===== src/rtl/ucode_dispatch_pkg.sv =====
// Shared decode definitions for microcode dispatch: program IDs, widths, FSM encoding.
package ucode_dispatch_pkg;

  localparam int unsigned PROG_W    = 4;
  localparam logic [3:0]  PROG_NONE = 4'd0;
  localparam logic [3:0]  INT_PROG  = 4'd6;

  // Exception-entry microcode programs known to decode.
  typedef enum logic [3:0] {
    EXC_PROG_GP = 4'd11,
    EXC_PROG_PF = 4'd12,
    EXC_PROG_MC = 4'd13
  } exc_prog_e;

  typedef enum logic {
    ST_IDLE = 1'b0,
    ST_RUN  = 1'b1
  } state_e;

endpackage


===== src/rtl/ucode_pend_reg.sv =====
// Pending-request latch: valid bit plus payload, captured only when empty, clear dominates.
module ucode_pend_reg #(
  parameter int unsigned W = 4
) (
  input  logic         i_clk,
  input  logic         i_reset,
  input  logic         i_set,
  input  logic [W-1:0] i_set_data,
  input  logic         i_clr,
  output logic         o_valid,
  output logic [W-1:0] o_data
);

  logic         r_valid;
  logic [W-1:0] r_data;

  always_ff @(posedge i_clk) begin
    if (i_reset) begin
      r_valid <= 1'b0;
      r_data  <= '0;
    end else if (i_clr) begin
      r_valid <= 1'b0;
    end else if (i_set && !r_valid) begin
      r_valid <= 1'b1;
      r_data  <= i_set_data;
    end
  end

  assign o_valid = r_valid;
  assign o_data  = r_data;

endmodule


===== src/rtl/ucode_dispatch.sv =====
// Arbitrates exception / interrupt / decoder microcode requests and owns the ROM
// program select until the last micro-op is accepted downstream.
//
// state   | meaning
// --------+-------------------------------------------------------------
// ST_IDLE | decoder owns the pipe; pending sources arbitrated each cycle
// ST_RUN  | microcode program r_cur_prog active until the done handshake
module ucode_dispatch #(
  parameter int unsigned             PROG_W   = ucode_dispatch_pkg::PROG_W,
  parameter logic [PROG_W-1:0]       INT_PROG = PROG_W'(ucode_dispatch_pkg::INT_PROG)
) (
  input  logic              i_clk,
  input  logic              i_reset,
  input  logic              i_dec_valid,
  input  logic              i_dec_ucode_req,
  input  logic [PROG_W-1:0] i_dec_ucode_prog,
  output logic              o_dec_ready,
  input  logic              i_exc_req,
  input  logic [PROG_W-1:0] i_exc_prog,
  input  logic              i_int_req,
  input  logic              i_eflags_if,
  input  logic              i_flush,
  input  logic              i_rom_ready,
  input  logic              i_s1_valid,
  input  logic              i_s1_ready,
  output logic              o_rom_in_control,
  output logic [PROG_W-1:0] o_rom_control,
  output logic              o_int_ack
);

  import ucode_dispatch_pkg::*;

  localparam logic [PROG_W-1:0] P_NONE = PROG_W'(PROG_NONE);

  state_e            r_state;
  state_e            w_state_nxt;
  logic [PROG_W-1:0] r_cur_prog;
  logic [PROG_W-1:0] w_cur_prog_nxt;
  logic              r_int_ack;

  logic              w_exc_pend;
  logic [PROG_W-1:0] w_exc_pend_prog;
  logic              w_exc_set;
  logic              w_exc_clr;
  logic              w_flush_pend;
  logic [PROG_W-1:0] w_flush_unused_data;

  logic w_idle;
  logic w_run;
  logic w_int_live;
  logic w_done;
  logic w_dec_take;

  assign w_idle     = (r_state == ST_IDLE);
  assign w_run      = (r_state == ST_RUN);
  assign w_int_live = i_int_req & i_eflags_if;
  assign w_done     = w_run & i_rom_ready & i_s1_valid & i_s1_ready;
  assign w_exc_set  = i_exc_req & (i_exc_prog != P_NONE);

  assign o_dec_ready = w_idle & ~i_flush & ~w_exc_pend & ~w_int_live;
  assign w_dec_take  = i_dec_valid & i_dec_ucode_req & (i_dec_ucode_prog != P_NONE) & o_dec_ready;

  ucode_pend_reg #(.W(PROG_W)) u_exc_pend (
    .i_clk      (i_clk),
    .i_reset    (i_reset),
    .i_set      (w_exc_set),
    .i_set_data (i_exc_prog),
    .i_clr      (w_exc_clr),
    .o_valid    (w_exc_pend),
    .o_data     (w_exc_pend_prog)
  );

  // A flush in RUN waits for program completion; a flush on the done cycle
  // itself is applied immediately through i_flush below.
  ucode_pend_reg #(.W(PROG_W)) u_flush_pend (
    .i_clk      (i_clk),
    .i_reset    (i_reset),
    .i_set      (i_flush & w_run),
    .i_set_data ('0),
    .i_clr      (w_done),
    .o_valid    (w_flush_pend),
    .o_data     (w_flush_unused_data)
  );

  always_comb begin
    w_state_nxt    = r_state;
    w_cur_prog_nxt = r_cur_prog;
    w_exc_clr      = 1'b0;
    case (r_state)
      ST_IDLE: begin
        if (i_flush) begin
          w_exc_clr = 1'b1;
        end else if (w_exc_pend) begin
          w_state_nxt    = ST_RUN;
          w_cur_prog_nxt = w_exc_pend_prog;
          w_exc_clr      = 1'b1;
        end else if (w_int_live) begin
          w_state_nxt    = ST_RUN;
          w_cur_prog_nxt = INT_PROG;
        end else if (w_dec_take) begin
          w_state_nxt    = ST_RUN;
          w_cur_prog_nxt = i_dec_ucode_prog;
        end
      end
      ST_RUN: begin
        if (w_done) begin
          w_state_nxt    = ST_IDLE;
          w_cur_prog_nxt = P_NONE;
          // Deferred flush lands now and discards any exception queued behind it.
          w_exc_clr      = w_flush_pend | i_flush;
        end
      end
      default: begin
        w_state_nxt    = ST_IDLE;
        w_cur_prog_nxt = P_NONE;
      end
    endcase
  end

  always_ff @(posedge i_clk) begin
    if (i_reset) begin
      r_state    <= ST_IDLE;
      r_cur_prog <= P_NONE;
      r_int_ack  <= 1'b0;
    end else begin
      r_state    <= w_state_nxt;
      r_cur_prog <= w_cur_prog_nxt;
      r_int_ack  <= w_done & (r_cur_prog == INT_PROG);
    end
  end

  assign o_rom_in_control = w_run;
  assign o_rom_control    = r_cur_prog;
  assign o_int_ack        = r_int_ack;

endmodule


===== config.mk =====
export PLATFORM = sky130hd
export DESIGN_NAME = ucode_dispatch
export DESIGN_NICKNAME = d
export VERILOG_FILES = /design/src/rtl/ucode_dispatch_pkg.sv /design/src/rtl/ucode_pend_reg.sv /design/src/rtl/ucode_dispatch.sv
export SDC_FILE = /design/constraint.sdc
export NUM_CORES = 1
export LEC_CHECK = 0
export ABC_CLOCK_PERIOD_IN_PS = 1100
export CELL_PAD_IN_SITES_DETAIL_PLACEMENT = 1
export CELL_PAD_IN_SITES_GLOBAL_PLACEMENT = 1
export CORE_MARGIN = 2
export CORE_UTILIZATION = 29
export CTS_BUF_LIST = sky130_fd_sc_hd__clkbuf_2 sky130_fd_sc_hd__clkbuf_4 sky130_fd_sc_hd__clkbuf_8
export CTS_CLUSTER_DIAMETER = 30
export DETAILED_ROUTE_END_ITERATION = 10
export HOLD_SLACK_MARGIN = 0.05
export PLACE_DENSITY_LB_ADDON = 0.1
export SYNTH_ARGS = -nofsm -noshare
export SYNTH_HDL_FRONTEND = slang
export SYNTH_SLANG_ARGS = --single-unit

===== constraint.sdc =====
create_clock -name i_clk -period 1.1 [get_ports i_clk]
set_input_delay 0.275 -clock i_clk [delete_from_list [all_inputs] [get_ports i_clk]]
set_output_delay 0.275 -clock i_clk [all_outputs]
set_load 0.02 [all_outputs]

* Word level (Yosys, flattened, before mapping)
Index checks and enable logic that the tools add are counted.
** Cells by class
- Eq/ne operators :: 4
- Multiplexer cells :: 16
- Bitwise gates (word level) :: 19
- Reduce and logical (&&, ||, !) cells :: 10
** Operators with widths (number)
- 4-bit two-way mux :: 5
- 1-bit bitwise AND :: 13
- 1-bit two-way mux :: 8
- 4-bit case mux with 2 select lines :: 1
- 4-bit nonzero test :: 2
- 1-bit NOT :: 5
- 4-bit by 3-bit == test with 1-bit output, second input constant :: 1
- 4-bit by 1-bit inequality test with 1-bit output, second input constant :: 1
- 1-bit case mux with 2 select lines :: 2
- 2-bit OR reduction :: 2
- 3-bit AND reduction :: 1
- 1-bit logical AND :: 2
- 1-bit logical NOT :: 2
- 2-bit by 1-bit inequality test with 1-bit output, second input constant :: 1
- 2-bit inequality test, second input constant :: 1
- 2-bit AND reduction :: 1
- 1-bit bitwise OR :: 1
** Word-level totals
- Register bits after elaboration :: 12
- Output and inout port bits :: 7
- Word-level logic and storage cells :: 55

* Longest topological paths before layout
- Word-level depth :: 10
- Mapped depth :: 5

* Hierarchy
Synthesis repeated with hierarchy kept, for this count alone.
** Second synthesis, totals
- Cell total of the unflattened synthesis :: 84
- Area total of the unflattened synthesis :: 830.8 µm²
** By module, submodules not included
- ucode_pend_reg :: times used 2, cells an instance 20, area each 217.7 µm², sequential area each 100.1 µm²
- ucode_dispatch :: times used 1, cells an instance 44, area each 395.4 µm², sequential area each 120.1 µm²

* Least setup slack after synthesis
No wires, ideal clock.
- Path kind :: register to register
- From :: register r_state, in the netlist o_rom_in_control
- To :: register u_exc_pend.r_data[0], in the netlist u_exc_pend.o_data[0]
- Setup time :: 0.072 ns
- Arrival :: 1.254 ns
- Slack :: -0.226 ns
- Stages on the path, launching flop included :: 6
- Path buffers :: 1
- Cell sequence :: dfxtp_1 > buf_6 > nand2b_1 > a21oi_1 > nor3_4 > mux2i_1
** On the way
- Word-level cells in the longest chain between the ends :: 7
** Ends and longest elaborated chain
- from (decl) :: RTL line ucode_dispatch.sv:35 : state_e r_state;
- from (signal assigned) :: RTL line ucode_dispatch.sv:126 : r_state <= w_state_nxt;
- 1-bit bitwise AND (3 in a row) :: RTL line ucode_dispatch.sv:57 : assign w_done = w_run & i_rom_ready & i_s1_valid & i_s1_ready;
- 1-bit two-way mux :: RTL line ucode_dispatch.sv:106 : if (w_done) begin
- 1-bit case mux with 2 select lines * :: RTL line ucode_dispatch.sv:89 : case (r_state)
- 1-bit NOT (no source line) *
- 2-bit AND reduction (no source line) *
- to (signal assigned) :: RTL line ucode_pend_reg.sv:25 : r_data <= i_set_data;
- to (decl) :: RTL line ucode_pend_reg.sv:15 : logic [W-1:0] r_data;
Every way passes the cells marked *; elsewhere a longest branch is shown, timed or not.
A chain may end at the register's enable or synchronous reset.

* Worst setup path in the final report
- From :: register r_state, in the netlist o_rom_in_control
- To :: output port o_dec_ready
** On the way
- Word-level cells in the longest chain between the ends :: 4
** Ends and longest elaborated chain
- 1-bit NOT
- 1-bit bitwise AND (3 in a row) :: RTL line ucode_dispatch.sv:60 : assign o_dec_ready = w_idle & ~i_flush & ~w_exc_pend & ~w_int_live;
- to (decl) :: RTL line ucode_dispatch.sv:17 : output logic o_dec_ready,
Every way passes these cells.

==> metrics.cfg <==
[grt]
grt_pass1_wl_um = 3620
antenna_found_initial = 0
track_usage = 0.190
grt_pass1_vias = 783
grt_overflow_total = 0
grt_max_degree = 16

[logic_synthesis]
synthDominantCellAreaShare = 0.364
syn-num-nets = 88
avgSynthCellArea_um2 = 9.57
synth_cell_types = 21
synth_simple_gate_area_share = 0.301
synthArstFlopShare = 0
seq_area_frac_synth = 0.364
ys_seq_elements = 12
synth-xor-area-share = 0
syn_area_um2 = 661
synthCells = 69
ys_top_cells_by_area = dfxtp_1 36%, nand2b_1 12%, mux2i_1 12%
synth_ff_type = dfxtp_1
synth_edf_count = 0
synth_top_family_by_area = simple AND/OR/NAND/NOR gates
ys.warnings.count = 0
synth-compound-area-share = 0.180
muxShareOfSynthArea = 0.121
post-synth-top-area-cell = dfxtp_1
synthAdderAreaFrac = 0

[timing]
hold_viol = 0
fmax_mhz = 729
period_minus_slack_ps = 1370
fin_ws_ps = -272
slew_headroom = 0.743
drv_slew = 0
rsz0062_at_grt = true
setup_viol = 11
finalClockSkew_ps = 8.48
worst_pin_slew_ps = 384
finalCritPeriodShare = 1.25

[placed_design]
place_hpwl_um = 1530
place_congestion = 0.684
io_buffers = 25

[cells_and_area]
layout-drive-gt1-share = 0.512
final_nets = 149
area.growth.synth_to_final_pct = 103
mostFrequentLayoutCell = buf_4
n_antenna_cell = 0
final_cell_mix = 23 x buf_4, 13 x dlygate4sd2_1, 12 x nand2b_1, 12 x buf_6, 10 x dfxtp_1
fillers = 262
fin_util = 0.613

[die]
ios = 26
start_util = 0.302
num_rows = 17
die_area_um2 = 2680
core_area_um2 = 2190
die_w_um = 51.7
die_h_um = 51.7

[hold_path]
hold_path_class = primary input to register
hold_start = i_reset
hold_end = o_rom_control[3]
hold_depth = 4

[clock_network]
cts.sinks = 12
cts_buffers = 3
cts_tree = built
cts.reportedPaths.clkPinSlew_ps = 80
worstSkewPairLatency_ps = 280
clock_path_buffers = 2
cts_hold_buf = 0
cts_root_buf = clkbuf_4
cts_max_level = 1

[route]
drtAntennaViolNets = 0
drt_iter0_drc = 9
drtPass1Iterations = 4
wl_um = 2620
vias = 766
wire_per_inst_um = 16.7
drc = 0
via_per_inst = 4.88

[worst_setup_path]
r2r-start = u_exc_pend.o_valid
cp.arrival_ps = 1100
required_ps = 820
r2r_cells = 5
reg2reg_slack_ps = -180
crit_path_max_fanout = 3
setup.worst_path.start_class = register
end_kind = primary output
r2r-end = o_rom_control[3]
crit_type = register to primary output

[run_status]
violations = negative setup slack
status = finished, violations left

[power]
power_switching_uw = 414
pwr-share-comb = 0.386
p_seq_frac = 0.370
irDropWorstVdd_uv = 686
p_int_uw = 903
power.leakage_nw = 0.619
pwr-share-clk = 0.244
power_density_nw_per_um2 = 980
sw_frac_of_total = 0.314
power.total_mw = 1.32

[flow_run]
maxCapViolCount = 0

repair_timing:
| action | 4_1_cts | 5_1_grt |
|---|---|---|
| pin swaps | 6 | 7 |
| endpoints found under the setup margin | 17 | 14 |
| resized for setup | 61 | 23 |
| buffers inserted | 10 | 5 |
registers in the layout, summed over array words and instances, names as in the netlist:
register              count
o_int_ack                 1
o_rom_in_control          1
o_rom_control             4
u_exc_pend.o_data         4
u_exc_pend.o_valid        1
u_flush_pend.o_valid      1
worst max-delay path, cell delays in order (launching register included):
cell and delay, ps:
dfxtp_4 370, buf_6 120, nor3_4 180, buf_6 140
area by class of cell:
| type | count | area [um2] | share of cell area |
|---|---|---|---|
| clock buffer | 4 | 30.0 | 0.0223 |
| multi-input combinational | 53 | 522 | 0.388 |
| timing repair buffer | 58 | 504 | 0.375 |
| inverter | 2 | 7.51 | 0.00559 |
| sequential | 12 | 245 | 0.182 |
| tap | 28 | 35.0 | 0.0261 |
power groups by stage:
stage               Clock [mW]  Sequential, mW  Combinational [mW]
floorplan                    0           0.511               0.157
global placement             0           0.492               0.377
detailed placement           0           0.493               0.385
CTS                      0.331           0.485               0.431
global route             0.353           0.490               0.537
finish                   0.321           0.487               0.509
synth_stat cells (2+ instances only):
master	number
inv_1	2
o221ai_1	2
dfxtp_1	12
mux2i_1	8
nand2_1	6
a22o_1	2
nand2b_1	13
nor3_1	3
a21oi_1	2
nor2_1	8
logic make-up (layout without fill, tap and decap cells):
logic type             Yosys count  in the layout
AOI/OAI and AO/OA               12             12
buffers and inverters            4             64
DFF                             12             12
muxes                            8              8
and+or+nand+nor                 33             33
routing by layer:
layer,up-vias,GRT usage,share of wire,routed length (um)
met2,20,0.355,0.59,1540
met3,6,0.0575,0.037,98
li1,377,-,-,-
met5,-,0,0,0
met4,0,0.0833,0.027,70
met1,363,0.191,0.35,910
metrics by stage:
stage	instances	setup slack [ps]	TNS, ps	cell area (um2)	hold slack [ps]
5_1_grt	157	-301	-2350	1340	409
4_1_cts	152	-249	-1770	1220	445
3_3_place_gp	138	-713	-7360	1090	466
3_5_place_dp	138	-768	-7830	1090	479
6_report	157	-272	-1820	1340	388
2_1_floorplan	69	-62.2	-495	689	430
worst max-delay path by stage:
stage | startpoint | end | slack, ps | cells after the start
global route | o_rom_in_control | o_dec_ready | -300 | 3
global placement | i_int_req | o_dec_ready | -710 | 5
finish | o_rom_in_control | o_dec_ready | -270 | 3
detailed placement | i_int_req | o_dec_ready | -770 | 5
CTS | u_exc_pend.o_valid | o_dec_ready | -250 | 4
floorplan | o_rom_in_control | u_exc_pend.o_data[0] | -60 | 5
No activity file was read; power rests on OpenSTA's default activity.
